$ cat src/rtl/fixedpoint_pkg.sv
// Shared definitions for the iterative fixed-point divider: FSM state
// encoding plus width helpers derived from the operand/result formats.
package fixedpoint_pkg;

    typedef enum logic [1:0] {
        ST_IDLE = 2'd0,
        ST_CALC = 2'd1,
        ST_FIX  = 2'd2,
        ST_DONE = 2'd3
    } state_t;

    // Number of quotient bits produced, one per CALC cycle.
    function automatic int calc_nw(input int wi1, input int wf1, input int wf2, input int wfo);
        return wi1 + wf1 + wf2 + wfo;
    endfunction

    // Partial remainder width: scaled divisor plus one guard bit for the shift.
    function automatic int calc_rw(input int wi2, input int wf2, input int wf1);
        return wi2 + wf2 + wf1 + 1;
    endfunction

    // Values for the default Q3.4 / Q4.3 -> Q5.6 configuration.
    localparam int              DEF_NW      = 16;
    localparam int              DEF_RW      = 12;
    localparam int              DEF_WO      = 11;
    localparam logic [10:0]     DEF_OUT_MAX = 11'h3FF;
    localparam logic [10:0]     DEF_OUT_MIN = 11'h400;

endpackage

$ cat src/rtl/fixedpoint_saturate.sv
// Applies the result sign to an unsigned quotient magnitude and clamps it
// into the signed output range, flagging overflow when clamping occurs.
module fixedpoint_saturate #(
    parameter int MW = 16,
    parameter int WO = 11
) (
    input  logic [MW-1:0] mag,
    input  logic          neg,
    output logic [WO-1:0] q,
    output logic          ovf
);
    // Comparison width wide enough for both the magnitude and 2^(WO-1).
    localparam int CW = (MW > WO) ? MW + 1 : WO + 1;

    localparam logic [CW-1:0] POS_LIM = (CW'(1) << (WO - 1)) - CW'(1);
    localparam logic [CW-1:0] NEG_LIM = CW'(1) << (WO - 1);
    localparam logic [WO-1:0] OUT_MAX = {1'b0, {(WO-1){1'b1}}};
    localparam logic [WO-1:0] OUT_MIN = {1'b1, {(WO-1){1'b0}}};

    logic [CW-1:0] mag_x;
    assign mag_x = CW'(mag);

    // Negative side allows one extra count: exactly -2^(WO-1) is representable.
    always_comb begin
        q   = '0;
        ovf = 1'b0;
        if (!neg) begin
            if (mag_x > POS_LIM) begin
                q   = OUT_MAX;
                ovf = 1'b1;
            end else begin
                q = mag_x[WO-1:0];
            end
        end else begin
            if (mag_x > NEG_LIM) begin
                q   = OUT_MIN;
                ovf = 1'b1;
            end else begin
                q = -mag_x[WO-1:0];
            end
        end
    end

endmodule

$ cat src/rtl/fixedpoint_divider_iterative.sv
// Iterative signed fixed-point divider. Operands are converted to unsigned
// magnitudes, divided by restoring long division (one quotient bit per
// cycle), then re-signed and saturated into Q(WIO).(WFO).
module fixedpoint_divider_iterative
    import fixedpoint_pkg::*;
#(
    parameter int WI1 = 3,
    parameter int WF1 = 4,
    parameter int WI2 = 4,
    parameter int WF2 = 3,
    parameter int WIO = 5,
    parameter int WFO = 6
) (
    input  logic                 clk,
    input  logic                 reset,
    input  logic                 in_valid,
    output logic                 in_ready,
    input  logic [WI1+WF1-1:0]   dividend,
    input  logic [WI2+WF2-1:0]   divisor,
    output logic                 out_valid,
    input  logic                 out_ready,
    output logic [WIO+WFO-1:0]   quotient,
    output logic                 overflow,
    output logic                 div_zero
);
    localparam int WA   = WI1 + WF1;
    localparam int WB   = WI2 + WF2;
    localparam int WO   = WIO + WFO;
    localparam int NW   = calc_nw(WI1, WF1, WF2, WFO);
    localparam int RW   = calc_rw(WI2, WF2, WF1);
    localparam int DW   = RW - 1;
    localparam int CNTW = (NW > 1) ? $clog2(NW) : 1;

    localparam logic [WO-1:0] OUT_MAX = {1'b0, {(WO-1){1'b1}}};
    localparam logic [WO-1:0] OUT_MIN = {1'b1, {(WO-1){1'b0}}};

    state_t          state;
    logic [CNTW-1:0] cnt;
    logic [NW-1:0]   num;     // numerator bits shift out the top, quotient bits shift in
    logic [DW-1:0]   den;     // divisor magnitude aligned to the dividend's fraction
    logic [RW-1:0]   rem;
    logic            neg;

    logic [WA-1:0]   a_mag;
    logic [WB-1:0]   b_mag;
    logic [RW-1:0]   rem_sh;
    logic [RW-1:0]   rem_nxt;
    logic            q_bit;
    logic [WO-1:0]   sat_q;
    logic            sat_ovf;

    assign in_ready  = (state == ST_IDLE);
    assign out_valid = (state == ST_DONE);

    // Unsigned magnitudes; the most negative value maps to 2^(W-1), which fits.
    always_comb begin
        a_mag = dividend[WA-1] ? -dividend : dividend;
        b_mag = divisor[WB-1]  ? -divisor  : divisor;
    end

    // One restoring step: shift in next numerator bit, subtract if it fits.
    always_comb begin
        rem_sh  = RW'({rem, num[NW-1]});
        q_bit   = (rem_sh >= RW'(den));
        rem_nxt = q_bit ? (rem_sh - RW'(den)) : rem_sh;
    end

    fixedpoint_saturate #(
        .MW (NW),
        .WO (WO)
    ) u_sat (
        .mag (num),
        .neg (neg),
        .q   (sat_q),
        .ovf (sat_ovf)
    );

    // Control FSM and iteration datapath; reset overrides every handshake.
    always_ff @(posedge clk) begin
        if (reset) begin
            state    <= ST_IDLE;
            cnt      <= '0;
            num      <= '0;
            den      <= '0;
            rem      <= '0;
            neg      <= 1'b0;
            quotient <= '0;
            overflow <= 1'b0;
            div_zero <= 1'b0;
        end else begin
            case (state)
                ST_IDLE: begin
                    if (in_valid) begin
                        if (divisor == '0) begin
                            quotient <= dividend[WA-1] ? OUT_MIN : OUT_MAX;
                            overflow <= 1'b0;
                            div_zero <= 1'b1;
                            state    <= ST_DONE;
                        end else begin
                            num   <= NW'(a_mag) << (WF2 + WFO);
                            den   <= DW'(b_mag) << WF1;
                            rem   <= '0;
                            neg   <= dividend[WA-1] ^ divisor[WB-1];
                            cnt   <= CNTW'(NW - 1);
                            state <= ST_CALC;
                        end
                    end
                end
                ST_CALC: begin
                    rem <= rem_nxt;
                    num <= {num[NW-2:0], q_bit};
                    if (cnt == '0) state <= ST_FIX;
                    else           cnt   <= cnt - CNTW'(1);
                end
                ST_FIX: begin
                    quotient <= sat_q;
                    overflow <= sat_ovf;
                    div_zero <= 1'b0;
                    state    <= ST_DONE;
                end
                ST_DONE: begin
                    if (out_ready) begin
                        overflow <= 1'b0;
                        div_zero <= 1'b0;
                        state    <= ST_IDLE;
                    end
                end
                default: state <= ST_IDLE;
            endcase
        end
    end

endmodule

$ cat config.mk
export PLATFORM = sky130hd
export DESIGN_NAME = fixedpoint_divider_iterative
export DESIGN_NICKNAME = d
export VERILOG_FILES = /design/src/rtl/fixedpoint_pkg.sv /design/src/rtl/fixedpoint_saturate.sv /design/src/rtl/fixedpoint_divider_iterative.sv
export SDC_FILE = /design/constraint.sdc
export NUM_CORES = 1
export LEC_CHECK = 0
export ABC_CLOCK_PERIOD_IN_PS = 2500
export CORE_ASPECT_RATIO = 1.75
export CORE_UTILIZATION = 58
export DETAILED_ROUTE_END_ITERATION = 16
export GPL_ROUTABILITY_DRIVEN = 0
export HOLD_SLACK_MARGIN = 0.08
export PLACE_DENSITY_LB_ADDON = 0.08
export SLEW_MARGIN = 20
export SYNTH_ARGS = -nofsm -noshare
export SYNTH_HDL_FRONTEND = slang
export SYNTH_SLANG_ARGS = --single-unit
$ cat constraint.sdc
create_clock -name clk -period 2.5 [get_ports clk]
set_input_delay 0.625 -clock clk [delete_from_list [all_inputs] [get_ports clk]]
set_output_delay 0.625 -clock clk [all_outputs]
set_load 0.1 [all_outputs]
; ---- After elaboration in Yosys (flattened, before gate mapping)
; Cells that the tools add are included.
; Widths: inputs -> output; s select.
[word_totals]
reg_bits = 54
in_bits = 18
output_inout_bits = 15
wordCells = 75
[op_classes]
n_addsub = 5
n_lt_le_gt_ge = 3
n_eq_ne = 9
n_mux = 35
bitwise_logic = 2
reduce_logical = 12
[ops]
columns = cell, n
row1 = $mux 11, 9
row2 = $pmux 11 s2, 2
row3 = $mux 16, 2
row4 = $pmux 16 s2, 1
row5 = $gt 16x10->1 const B, 1
row6 = $gt 16x11->1 const B, 1
row7 = $mux 7, 2
row8 = $neg 7->7, 2
row9 = $ge 12x11->1, 1
row10 = $mux 4, 3
row11 = $reduce_and 3->1, 4
row12 = $neg 11->11, 1
row13 = $sub 11x11->11, 1
row14 = $mux 1, 8
row15 = $mux 2, 4
row16 = $ne 2x2->1 const B, 4
row17 = $pmux 2 s4, 1
row18 = $pmux 4 s2, 1
row19 = $reduce_and 4->1, 2
row20 = $logic_not 7->1, 1
row21 = $pmux 1 s3, 2
row22 = $eq 2x2->1 const B, 2
row23 = $logic_not 4->1, 1
row24 = $ne 2x1->1 const B, 2
row25 = 7 further kinds, 8

; ---- Longest topological paths before layout
; Gate-level depths: netlist of the first run.
[depth]
ltp_word = 5
depth_mapped = 10
ltp_nobuf = 9

; ---- Cells and area by module
; Synthesis of the first run repeated with hierarchy kept, for this count alone.
[unflattened]
cells_unflattened = 423
hier_area_um2 = 3219.3
[by_module_without_submodules]
columns = mod, n_inst, cells_each, area_per_inst_um2
row1 = fixedpoint_divider_iterative, 1, 363, 2850.2
row2 = fixedpoint_saturate, 1, 60, 369.1

; ---- Least setup slack after synthesis of the first run
; OpenSTA, ideal clock, no wires.
[synth_timing]
kind = reg-to-reg
start = register state[0]
end = register num[0]
setup_time_ns = 0.070
t_arrival_ns = 2.440
required_ns = 2.430
slack_ns = -0.011
path_stages_with_launch = 10
path_buffers = 2
path_cell_list = dfxtp_1 inv_1 ha_1 nand2_1 a31oi_4 or2_1 buf_6 buf_6 o211ai_1 a21oi_1
[synth_between]
elab_chain_len = 3
word_cells_on_any_way = 7
[synth_lines]
columns = item, line
row1 = start: declaration, fixedpoint_divider_iterative.sv:37  ; state_t state;
row2 = start signal: assignment, fixedpoint_divider_iterative.sv:81  ; state <= ST_IDLE;
row3 = start signal: assignment, fixedpoint_divider_iterative.sv:98  ; state <= ST_DONE;
row4 = start signal: assignment, fixedpoint_divider_iterative.sv:105  ; state <= ST_CALC;
row5 = $logic_not 2->1 (*), -
row6 = via in_ready, fixedpoint_divider_iterative.sv:17  ; output logic in_ready,
row7 = $ne 2x2->1 (no source line) / $reduce_bool 2->1 (equally long branches), -
row8 = $reduce_and 3->1 (no source line), -
row9 = end signal: assignment, fixedpoint_divider_iterative.sv:100  ; num <= NW'(a_mag) << (WF2 + WFO);
row10 = end signal: assignment, fixedpoint_divider_iterative.sv:111  ; num <= {num[NW-2:0], q_bit};
row11 = end: declaration, fixedpoint_divider_iterative.sv:39  ; logic [NW-1:0] num;
; The timed path passes the listed nets; every way through them passes the cells marked *.
; A chain may end at the register's enable or synchronous reset.

; ---- Final worst setup path of the first run
[layout_timing]
start = input divisor[0]
end = register overflow
[layout_between]
elab_chain_len = 3
[layout_lines]
columns = item, line
row1 = start: declaration, fixedpoint_divider_iterative.sv:19  ; input logic [WI2+WF2-1:0] divisor,
row2 = $logic_not 7->1, fixedpoint_divider_iterative.sv:94  ; if (divisor == '0) begin
row3 = $ne 2x1->1 (no source line), -
row4 = $reduce_and 4->1 (no source line), -
row5 = end signal: assignment, fixedpoint_divider_iterative.sv:117  ; overflow <= sat_ovf;
row6 = end: declaration, fixedpoint_divider_iterative.sv:23  ; output logic overflow,
; No other way between the ends.

==> impl_metrics.yaml, run 1 <==
clocking:
  clk_pin_slew_ns: 0.09
  htree_levels: 2
  cts-root-buf: "clkbuf_8"
  post_cts_buffers: 0
  tritoncts: "done"
  cts-resized-gates: 0
  hold_buffers: 0
  cts-buffers-inserted: 5
  clockBufferDepth: 2
  cts_sinks: 54
  insertion_delay_ns: 0.32
critical_path:
  reg2regPathDepth: 9
  crit_family: "simple AND/OR/NAND/NOR gates"
  crit_path_top_delay_cell: "clkdlybuf4s50_1"
  start_kind: "primary input"
  crit_arrival_ns: 2.55
  path_cells: "clkdlybuf4s50_1 > inv_1 > ha_1 > nor4b_4 > nand4_1 > a221oi_2 > nor3b_1 > a41o_1"
  crit_cells: 8
  worst-path-buf-inv: 2
  worstPathRequired_ns: 2.72
  critPathKind: "in2reg"
  slowest_delay_ns: 0.45
  cp_max_fo: 4
  cp-end-kind: "flop"
timing:
  rsz0062_at_grt: "false"
  fin_skew_ns: 0.008986
  finalWorstSetupSlack_ns: 0.1664
  setup_viol: 0
  fin_tns_setup_ns: 0
  tightest_slew_ns: 0.5762
  layout_min_cycle_time_ns: 2.334
  hold_ws_ns: 0.4715
  drv_slew: 0
  hold_viol_final: 0
  fmax_mhz: 428.5
  finalCritPeriodShare_pct: 93.34
  relSlewSlack_pct: 61.33
power_and_ir_drop:
  vdd_drop_max_v: 0.001094
  power.density_nw_per_um2: 1320
  p_leak_nw: 1.532
final_layout:
  final_cell_mix: "54 x dfxtp_1, 48 x a21oi_1, 46 x nand2_1"
  antenna_cells: 0
  mostFrequentLayoutCell: "dfxtp_1"
  fin_area_um2: 3989
  drive_gt1_share_pct: 12.53
  area_growth_pct: 16.61
  nets: 505
floorplanning:
  die-area_um2: 6221
  chipHeight_um: 103.6
  die_x_um: 60.06
  io-pin-count: 33
  rows: 36
  start_util_pct: 60.76
  core-area_um2: 5630
synth:
  synth_area_per_cell_um2: 7.882
  seq_area_frac_synth_pct: 31.60
  synth_edf_count: 0
  ys_types: 61
  postSynthCellCount: 434
  ys.warnings.count: 0
  ys.flop_type: "dfxtp_1"
  async_flop_share_pct: 0
  synth_area_um2: 3421
  synth_fp_nets: 469
  ys_ff_latch: 54
grt:
  grt_pass1_vias: 3166
  grt_max_degree: 32
  overflow: 0
  grt_pass1_wl_um: 13640
  grt_usage_pct: 28.40
  antenna_found_initial: 0
routing:
  wl_per_cell_um: 15.69
  drc: 0
  viasPerCell: 6.035
  wl_um: 8580
  first_iter_violations: 182
  first_pass_iters: 5
  antenna_left: 0
  vias: 3301
outcome:
  outcome: "complete, no violations"
min_path:
  worstHoldPathType: "reg2reg"
  holdPathStages: 2
place:
  dp_hpwl_um: 6499
  dpl_worst_slack_ns: -0.1482
  portBuffers: 32
  place_area_um2: 3879
run:
  maxCapViolCount: 0
## worst paths after layout
kind,from,end,slack (ns)
worst min-delay path,quotient[10],quotient[10],0.47
worst max register to register,rem[3],rem[9],0.32
worst min register to register,quotient[10],quotient[10],0.47
worst max-delay path,divisor[0],overflow,0.17
## cells in the mapped netlist (all sizes together), types with 2 or more instances
library cell / count / area share [%]
a211oi: 13 / 3.0
a21o: 2 / 0.44
a21oi: 49 / 7.2
a311oi: 5 / 1.5
a31oi: 6 / 1.5
and2: 3 / 0.55
and3: 2 / 0.37
buf: 13 / 2.3
clkbuf: 12 / 1.3
dfxtp: 54 / 32
ha: 16 / 5.9
inv: 31 / 3.4
mux2i: 8 / 2.3
nand2: 46 / 5.0
nand2b: 7 / 1.3
nand3: 17 / 2.5
nand3b: 2 / 0.44
nand4: 4 / 0.73
nor2: 34 / 3.9
nor2b: 3 / 0.55
nor3: 11 / 1.6
nor3b: 4 / 0.88
nor4: 8 / 1.6
nor4b: 4 / 1.6
o211ai: 11 / 2.4
o21ai: 20 / 3.3
o221ai: 3 / 0.77
o311ai: 2 / 0.73
o31ai: 9 / 2.0
or3: 6 / 1.4
or4: 3 / 0.66
xnor2: 7 / 1.8
xor2: 4 / 1.0
## area by class of cell
type,count,area (um2)
timing repair buffer,54,485.5
clock buffer,7,76.32
tap,76,95.09
inverter,31,116.4
fill,492,1642
clock inverter,1,30.03
sequential,54,1081
multi-input combinational,324,2105
## cell families (layout without fill, tap and decap cells)
kind of cell | after synthesis | in the layout | synth area share [%]
and+or+nand+nor | 157 | 157 | 23.85
AOI/OAI and AO/OA | 131 | 131 | 25.90
xor gates and xnor gates | 11 | 11 | 2.816
adders and majority gates | 17 | 17 | 6.437
buffers and inverters | 56 | 93 | 7.059
DFF | 54 | 54 | 31.60
muxes | 8 | 8 | 2.341
## registers in the layout (all words and copies together), names as in the netlist
register,count
overflow,1
cnt,4
state,2
den,7
rem,11
num,16
quotient,11
neg,1
div_zero,1
## power by group
| part | total (mW) | switching [mW] | leakage [nW] | internal, mW |
|---|---|---|---|---|
| logic | 3.38 | 2.16 | 1.04 | 1.21 |
| clock network | 0.583 | 0.283 | 0.0524 | 0.300 |
| registers | 1.30 | 0.220 | 0.441 | 1.08 |
## worst min-delay path: cells and delay by family, from the launching register on
kind / cells / cell delay (ns)
AO/OA/AOI/OAI: 1 / 0.05
flip-flops: 1 / 0.33
AND/OR/NAND/NOR: 1 / 0.05
## stage by stage
step / power [mW] / instances / utilization, %
after floorplan: 3.842 / 434 / -
after global placement: 4.576 / 539 / 68.89
after detailed placement: 4.662 / 539 / 68.89
after CTS: 5.255 / 547 / 70.78
after global routing: 5.598 / 547 / 70.84
final: 5.264 / 547 / 70.84
## metal layers
| metal | vias to the layer above | wire length, um | track usage (%) |
|---|---|---|---|
| li1 | 1646 | - | - |
| met3 | 22 | 205 | 4.370 |
| met2 | 58 | 4893 | 53.57 |
| met1 | 1575 | 3224 | 28.25 |
| met4 | 0 | 257 | 12.96 |
| met5 | - | 0 | 0 |
Power figures use the tool's default switching activity.
==> run 2: changes to the inputs <==
--- a/config.mk
+++ b/config.mk
@@ -7,7 +7,8 @@
 export LEC_CHECK = 0
 export ABC_CLOCK_PERIOD_IN_PS = 2500
 export CORE_ASPECT_RATIO = 1.75
-export CORE_UTILIZATION = 58
+export CORE_UTILIZATION = 57
+export CTS_CLUSTER_DIAMETER = 30
 export DETAILED_ROUTE_END_ITERATION = 16
 export GPL_ROUTABILITY_DRIVEN = 0
 export HOLD_SLACK_MARGIN = 0.08
@@ -15,4 +16,5 @@
 export SLEW_MARGIN = 20
 export SYNTH_ARGS = -nofsm -noshare
 export SYNTH_HDL_FRONTEND = slang
+export SYNTH_HIERARCHICAL = 1
 export SYNTH_SLANG_ARGS = --single-unit
==> run 2 against run 1 <==
Against the previous run: first-iteration DRC count decreased by 16%; critical path type unchanged; fmax down 3.5%; total power down 16%.
==> impl_metrics.yaml, run 2 <==
run:
  maxCapViolCount: 0
place:
  dp_hpwl_um: 6195
  numPlacedInstances: 538
  portBuffers: 32
critical_path:
  worstPathRequired_ns: 2.70
  path_cells: "clkdlybuf4s50_1 > inv_1 > ha_2 > nor3b_4 > buf_4 > a31oi_4 > a21oi_1 > nor4_1 > mux2i_1 > a21oi_1"
  worstReg2RegEnd: "quotient[8]"
  timing.rr.start: "num[0]"
  start_kind: "primary input"
  crit_arrival_ns: 2.62
  crit_path_top_delay_cell: "clkdlybuf4s50_1"
  cp-end-kind: "flop"
  reg2regPathDepth: 10
  critPathKind: "in2reg"
  reg2reg_slack_ns: 0.20
  critPathMostFrequentCell: "a21oi_1"
  cp_max_fo: 4
  slowest_delay_ns: 0.49
min_path:
  worstHoldEndpoint: "num[12]"
  worstHoldPathType: "reg2reg"
  min-delay-start: "num[12]"
  holdPathStages: 2
clocking:
  cts_sinks: 54
  clk_pin_slew_ns: 0.09
  hold_buffers: 0
  insertion_delay_ns: 0.31
  cts-buffers-inserted: 5
  clockBufferDepth: 2
  htree_levels: 2
  cts-root-buf: "clkbuf_8"
  tritoncts: "done"
synth:
  synth_area_leader_cell: "dfxtp_1"
  synth_common_cells: "58 x nor2_1, 54 x dfxtp_1, 47 x a21oi_1, 45 x nand2_1, 26 x inv_1"
  synthSimpleGateAreaFrac_pct: 23.59
  synth.most_common_cell: "nor2_1"
  ys.warnings.count: 6
  seq_area_frac_synth_pct: 33.58
  synth_area_leaders: "dfxtp_1 34%, a21oi_1 7.3%, nor2_1 6.8%"
  synth_compound_area_share_pct: 24.80
  yosys-mux-area-fraction_pct: 2.837
  synthAdderAreaFrac_pct: 6.840
  synth_area_per_cell_um2: 7.611
  ys_types: 58
  synth_edf_count: 0
  synth_top_area_share_pct: 33.58
  ys_ff_latch: 54
  synth_top_family_by_area: "compound AO/OA/AOI/OAI gates"
  synth_area_um2: 3219
  async_flop_share_pct: 0
  synth_fp_nets: 458
  ys.flop_type: "dfxtp_1"
  postSynthCellCount: 423
  synthXorXnorAreaFrac_pct: 2.449
timing:
  tightest_slew_ns: 0.5360
  hold_viol_final: 0
  relSlewSlack_pct: 64.27
  finalCritPeriodShare_pct: 96.68
  fmax_mhz: 413.7
  drv_slew: 0
  rsz0062_at_grt: "true"
  layout_min_cycle_time_ns: 2.417
  fin_skew_ns: 0.009410
  setup_viol: 0
routing:
  first_pass_iters: 5
  wl_um: 8191
  vias: 3239
  viasPerCell: 5.911
  antenna_left: 0
  first_iter_violations: 152
  drc: 0
  wl_per_cell_um: 14.95
power_and_ir_drop:
  swShare_pct: 47.55
  seqPwrFrac_pct: 26.8
  switchingPower_mw: 2.113
  power.density_nw_per_um2: 1134
  total_power_mw: 4.443
  power.internal_mw: 2.330
  p_leak_nw: 1.609
  vdd_drop_max_v: 0.0006478
  clkPwrFrac_pct: 11.3
  combPwrFrac_pct: 61.9
final_layout:
  finish.utilization_pct: 73.30
  top_register: "num"
  nets: 508
  reg.largest.list: "num (16), quotient (11), rem (11)"
  drive_gt1_share_pct: 16.24
  mostFrequentLayoutCell: "nor2_1"
  fin_cells: 548
  final_cell_mix: "56 x nor2_1, 54 x dfxtp_1, 46 x a21oi_1"
  largest_reg_flops: 16
  area_growth_pct: 21.65
  antenna_cells: 0
floorplanning:
  chipHeight_um: 101.4
  die-area_um2: 5965
  rows: 35
  die_x_um: 58.81
  io-pin-count: 33
  start_util_pct: 60.26
  core-area_um2: 5343
grt:
  grt_pass1_vias: 3051
  grt_max_degree: 20
  antenna_found_initial: 0
  grt_pass1_wl_um: 13340
  overflow: 0
  grt_usage_pct: 28.75
outcome:
  outcome: "complete, no violations"
==> run 2: cell count changes in the layout (fill, tap and decap cells not counted), moves of 6 or more <==
cell,before,now
o31ai_1,9,3
o211ai_1,11,3
nor2_1,32,56
buf_4,34,45
a211oi_1,12,6
==> run 2: final cells by class <==
class,count,area [um2]
Fill cell,437,1426
Timing Repair Buffer,65,559.3
Tap cell,74,92.59
Clock buffer,7,86.33
Sequential cell,54,1081
Inverter,26,97.59
Multi-Input combinational cell,321,1994
Clock inverter,1,5.005
==> run 2: cells by family (layout without fill, tap and decap cells) <==
group,after synthesis,in the layout
multiplexers,9,9
XOR/XNOR,9,9
adder cells (fa/ha/maj),17,17
AO/OA/AOI/OAI,124,124
flip-flops,54,54
buffers and inverters,48,99
AND/OR/NAND/NOR,162,162
==> run 2: worst max path at each step <==
stage,start,end,slack (ns),cells past startpoint
global placement,divisor[0],quotient[9],-0.27,11
finish,divisor[0],cnt[3],0.08,10
CTS,divisor[0],overflow,0.02,10
global route,divisor[0],cnt[3],-0.06,10
detailed placement,divisor[0],overflow,-0.34,10
floorplan,state[1],num[9],0.26,8
==> run 2: power groups by stage <==
| stage | registers [mW] | clock network (mW) | logic [mW] |
|---|---|---|---|
| global placement | 1.20 | 0 | 2.60 |
| global route | 1.21 | 0.545 | 3.00 |
| detailed placement | 1.20 | 0 | 2.64 |
| CTS | 1.18 | 0.511 | 2.66 |
| floorplan | 1.38 | 0 | 1.75 |
| finish | 1.19 | 0.501 | 2.75 |
==> run 2: layer usage <==
layer	up-vias	GRT usage (%)	routed length [um]
met2	75	54.90	4465
met4	0	12.64	267
met1	1531	30.29	3223
met3	19	3.448	235
met5	-	0	0
li1	1614	-	-
==> run 2: critical path, delay by kind of cell <==
kind                     cells  cell delay, ns
adder cells (fa/ha/maj)      1            0.19
multiplexers                 1            0.23
AND/OR/NAND/NOR              2            0.51
AO/OA/AOI/OAI                3            0.38
buffers and inverters        3            0.69
==> run 2: per-stage QoR <==
step | TNS [ns] | hold slack [ns] | setup slack [ns] | area (um2)
3_5_place_dp | -6.668 | 0.4716 | -0.3430 | 3762
4_1_cts | 0 | 0.4867 | 0.02407 | 3855
5_1_grt | -0.07358 | 0.5049 | -0.06033 | 3916
6_report | 0 | 0.4833 | 0.08300 | 3916
3_3_place_gp | -4.325 | 0.4489 | -0.2654 | 3762
2_1_floorplan | 0 | 0.4453 | 0.2611 | 3222
==> run 2: what timing repair did <==
action,4_1_cts,5_1_grt
resized for setup,1,11
buffers inserted,0,2
setup endpoints to repair,1,19
pin swaps,0,1
==> run 3: changes to the inputs <==
--- a/config.mk
+++ b/config.mk
@@ -12,9 +12,11 @@
 export DETAILED_ROUTE_END_ITERATION = 16
 export GPL_ROUTABILITY_DRIVEN = 0
 export HOLD_SLACK_MARGIN = 0.08
+export MAX_ROUTING_LAYER = met4
 export PLACE_DENSITY_LB_ADDON = 0.08
 export SLEW_MARGIN = 20
 export SYNTH_ARGS = -nofsm -noshare
 export SYNTH_HDL_FRONTEND = slang
 export SYNTH_HIERARCHICAL = 1
 export SYNTH_SLANG_ARGS = --single-unit
+export TNS_END_PERCENT = 5
==> run 3 against run 2 <==
Against the previous run: combinational power about the same; critical path type unchanged; sequential cell count unchanged; final cell count unchanged; clock power about the same; total power up 0.19%; via count up 1.0%; critical endpoint unchanged; first-iteration DRC count down 3.9%.
==> impl_metrics.yaml, run 3 (synthesis gave the netlist of run 2 again) <==
power_and_ir_drop:
  power.density_nw_per_um2: 1136
  total_power_mw: 4.451
  p_leak_nw: 1.609
  vdd_drop_max_v: 0.0006491
run:
  maxCapViolCount: 0
grt:
  antenna_found_initial: 0
  grt_max_degree: 20
  grt_pass1_wl_um: 13340
  grt_pass1_vias: 3053
  overflow: 0
  grt_usage_pct: 29.62
floorplanning:
  die-area_um2: 5965
  chipHeight_um: 101.4
  die_x_um: 58.81
  rows: 35
  io-pin-count: 33
  start_util_pct: 60.26
  core-area_um2: 5343
critical_path:
  timing.rr.start: "num[0]"
  worstReg2RegEnd: "quotient[8]"
  crit_path_top_delay_cell: "clkdlybuf4s50_1"
  slowest_delay_ns: 0.49
  crit_end: "cnt[3]"
  crit_cells: 10
  worstPathRequired_ns: 2.70
  crit_family: "buffers and inverters"
  reg2regPathDepth: 10
  startpoint: "divisor[0]"
  crit_arrival_ns: 2.61
  path_cells: "clkdlybuf4s50_1 > inv_1 > ha_2 > nor3b_4 > buf_4 > a31oi_4 > a21oi_1 > nor4_1 > mux2i_1 > a21oi_1"
  cp_max_fo: 4
  critPathMostFrequentCell: "a21oi_1"
  critPathKind: "in2reg"
  start_kind: "primary input"
  reg2reg_slack_ns: 0.18
  cp-end-kind: "flop"
  worst-path-buf-inv: 3
final_layout:
  nets: 508
  antenna_cells: 0
  largest_reg_flops: 16
  area_growth_pct: 21.65
  mostFrequentLayoutCell: "nor2_1"
  drive_gt1_share_pct: 16.24
  finish.utilization_pct: 73.30
  reg.largest.list: "num (16), quotient (11), rem (11)"
  final_cell_mix: "56 x nor2_1, 54 x dfxtp_1, 46 x a21oi_1"
  top_register: "num"
clocking:
  insertion_delay_ns: 0.31
  htree_levels: 2
  cts-buffers-inserted: 5
  clockBufferDepth: 2
  cts-root-buf: "clkbuf_8"
  clk_pin_slew_ns: 0.09
  tritoncts: "done"
  cts_sinks: 54
routing:
  first_iter_violations: 146
  wl_um: 8209
  first_pass_iters: 5
  vias: 3272
  antenna_left: 0
  drc: 0
  viasPerCell: 5.971
  wl_per_cell_um: 14.98
place:
  portBuffers: 32
  dp_hpwl_um: 6195
timing:
  tightest_slew_ns: 0.5436
  layout_min_cycle_time_ns: 2.408
  drv_slew: 0
  hold_ws_ns: 0.4824
  rsz0062_at_grt: "true"
  fmax_mhz: 415.2
  hold_viol_final: 0
  finalCritPeriodShare_pct: 96.34
  fin_skew_ns: 0.008842
  relSlewSlack_pct: 63.76
  setup_viol: 0
min_path:
  min-delay-start: "num[12]"
  holdPathStages: 2
  worstHoldPathType: "reg2reg"
outcome:
  outcome: "complete, no violations"
==> run 3: power breakdown <==
part	internal [mW]	switching, mW	leakage [nW]
sequential	1.03	0.155	0.440
clock	0.224	0.276	0.0482
combinational	1.07	1.69	1.12
==> run 3: layout make-up <==
| class | count | area, um2 |
|---|---|---|
| inverter | 26 | 97.59 |
| clock buffer | 7 | 86.33 |
| tap | 74 | 92.59 |
| fill | 437 | 1426 |
| timing repair buffer | 65 | 559.3 |
| sequential | 54 | 1081 |
| multi-input combinational | 321 | 1994 |
| clock inverter | 1 | 5.005 |
==> run 3: worst register-to-register path, cell delays in order (launching register included) <==
cell and delay (ns):
dfxtp_1 0.36, inv_1 0.09, ha_1 0.22, or3b_2 0.48, nor3_1 0.28, nand2_1 0.09, a311oi_1 0.37, o21ai_0 0.12
nor2_1 0.11, a21oi_1 0.05, nor2_1 0.08
==> run 3: how the worst min path moves through the flow <==
stage / to / slack (ns)
after global routing: overflow / 0.50
after detailed placement: overflow / 0.47
after global placement: overflow / 0.45
after CTS: overflow / 0.49
after floorplan: num[13] / 0.45
final: num[12] / 0.48
==> run 3: stage by stage <==
step / std cells / cell area (um2) / TNS, ns / worst slack, ns
4_1_cts: 546 / 3855 / 0 / 0.02407
3_3_place_gp: 538 / 3762 / -4.325 / -0.2654
6_report: 548 / 3916 / 0 / 0.09159
3_5_place_dp: 538 / 3762 / -6.668 / -0.3430
5_1_grt: 548 / 3916 / -0.07358 / -0.06033
2_1_floorplan: 423 / 3222 / 0 / 0.2611
==> run 3: what timing repair did <==
action,CTS,global route
endpoints found under the setup margin,1,19
hold endpoints to repair,0,0
pin swaps,0,1
setup buffers,0,2
resized for setup,1,11
hold buffers,0,0
==> run 3: layer usage <==
layer	wire, um	share of wire (%)	vias to the layer above	GRT usage, %
met3	253	3.1	19	3.448
met2	4458	54	86	54.90
met1	3228	39	1553	30.29
li1	-	-	1614	-
met4	269	3.3	0	12.64
met5	0	0	-	-
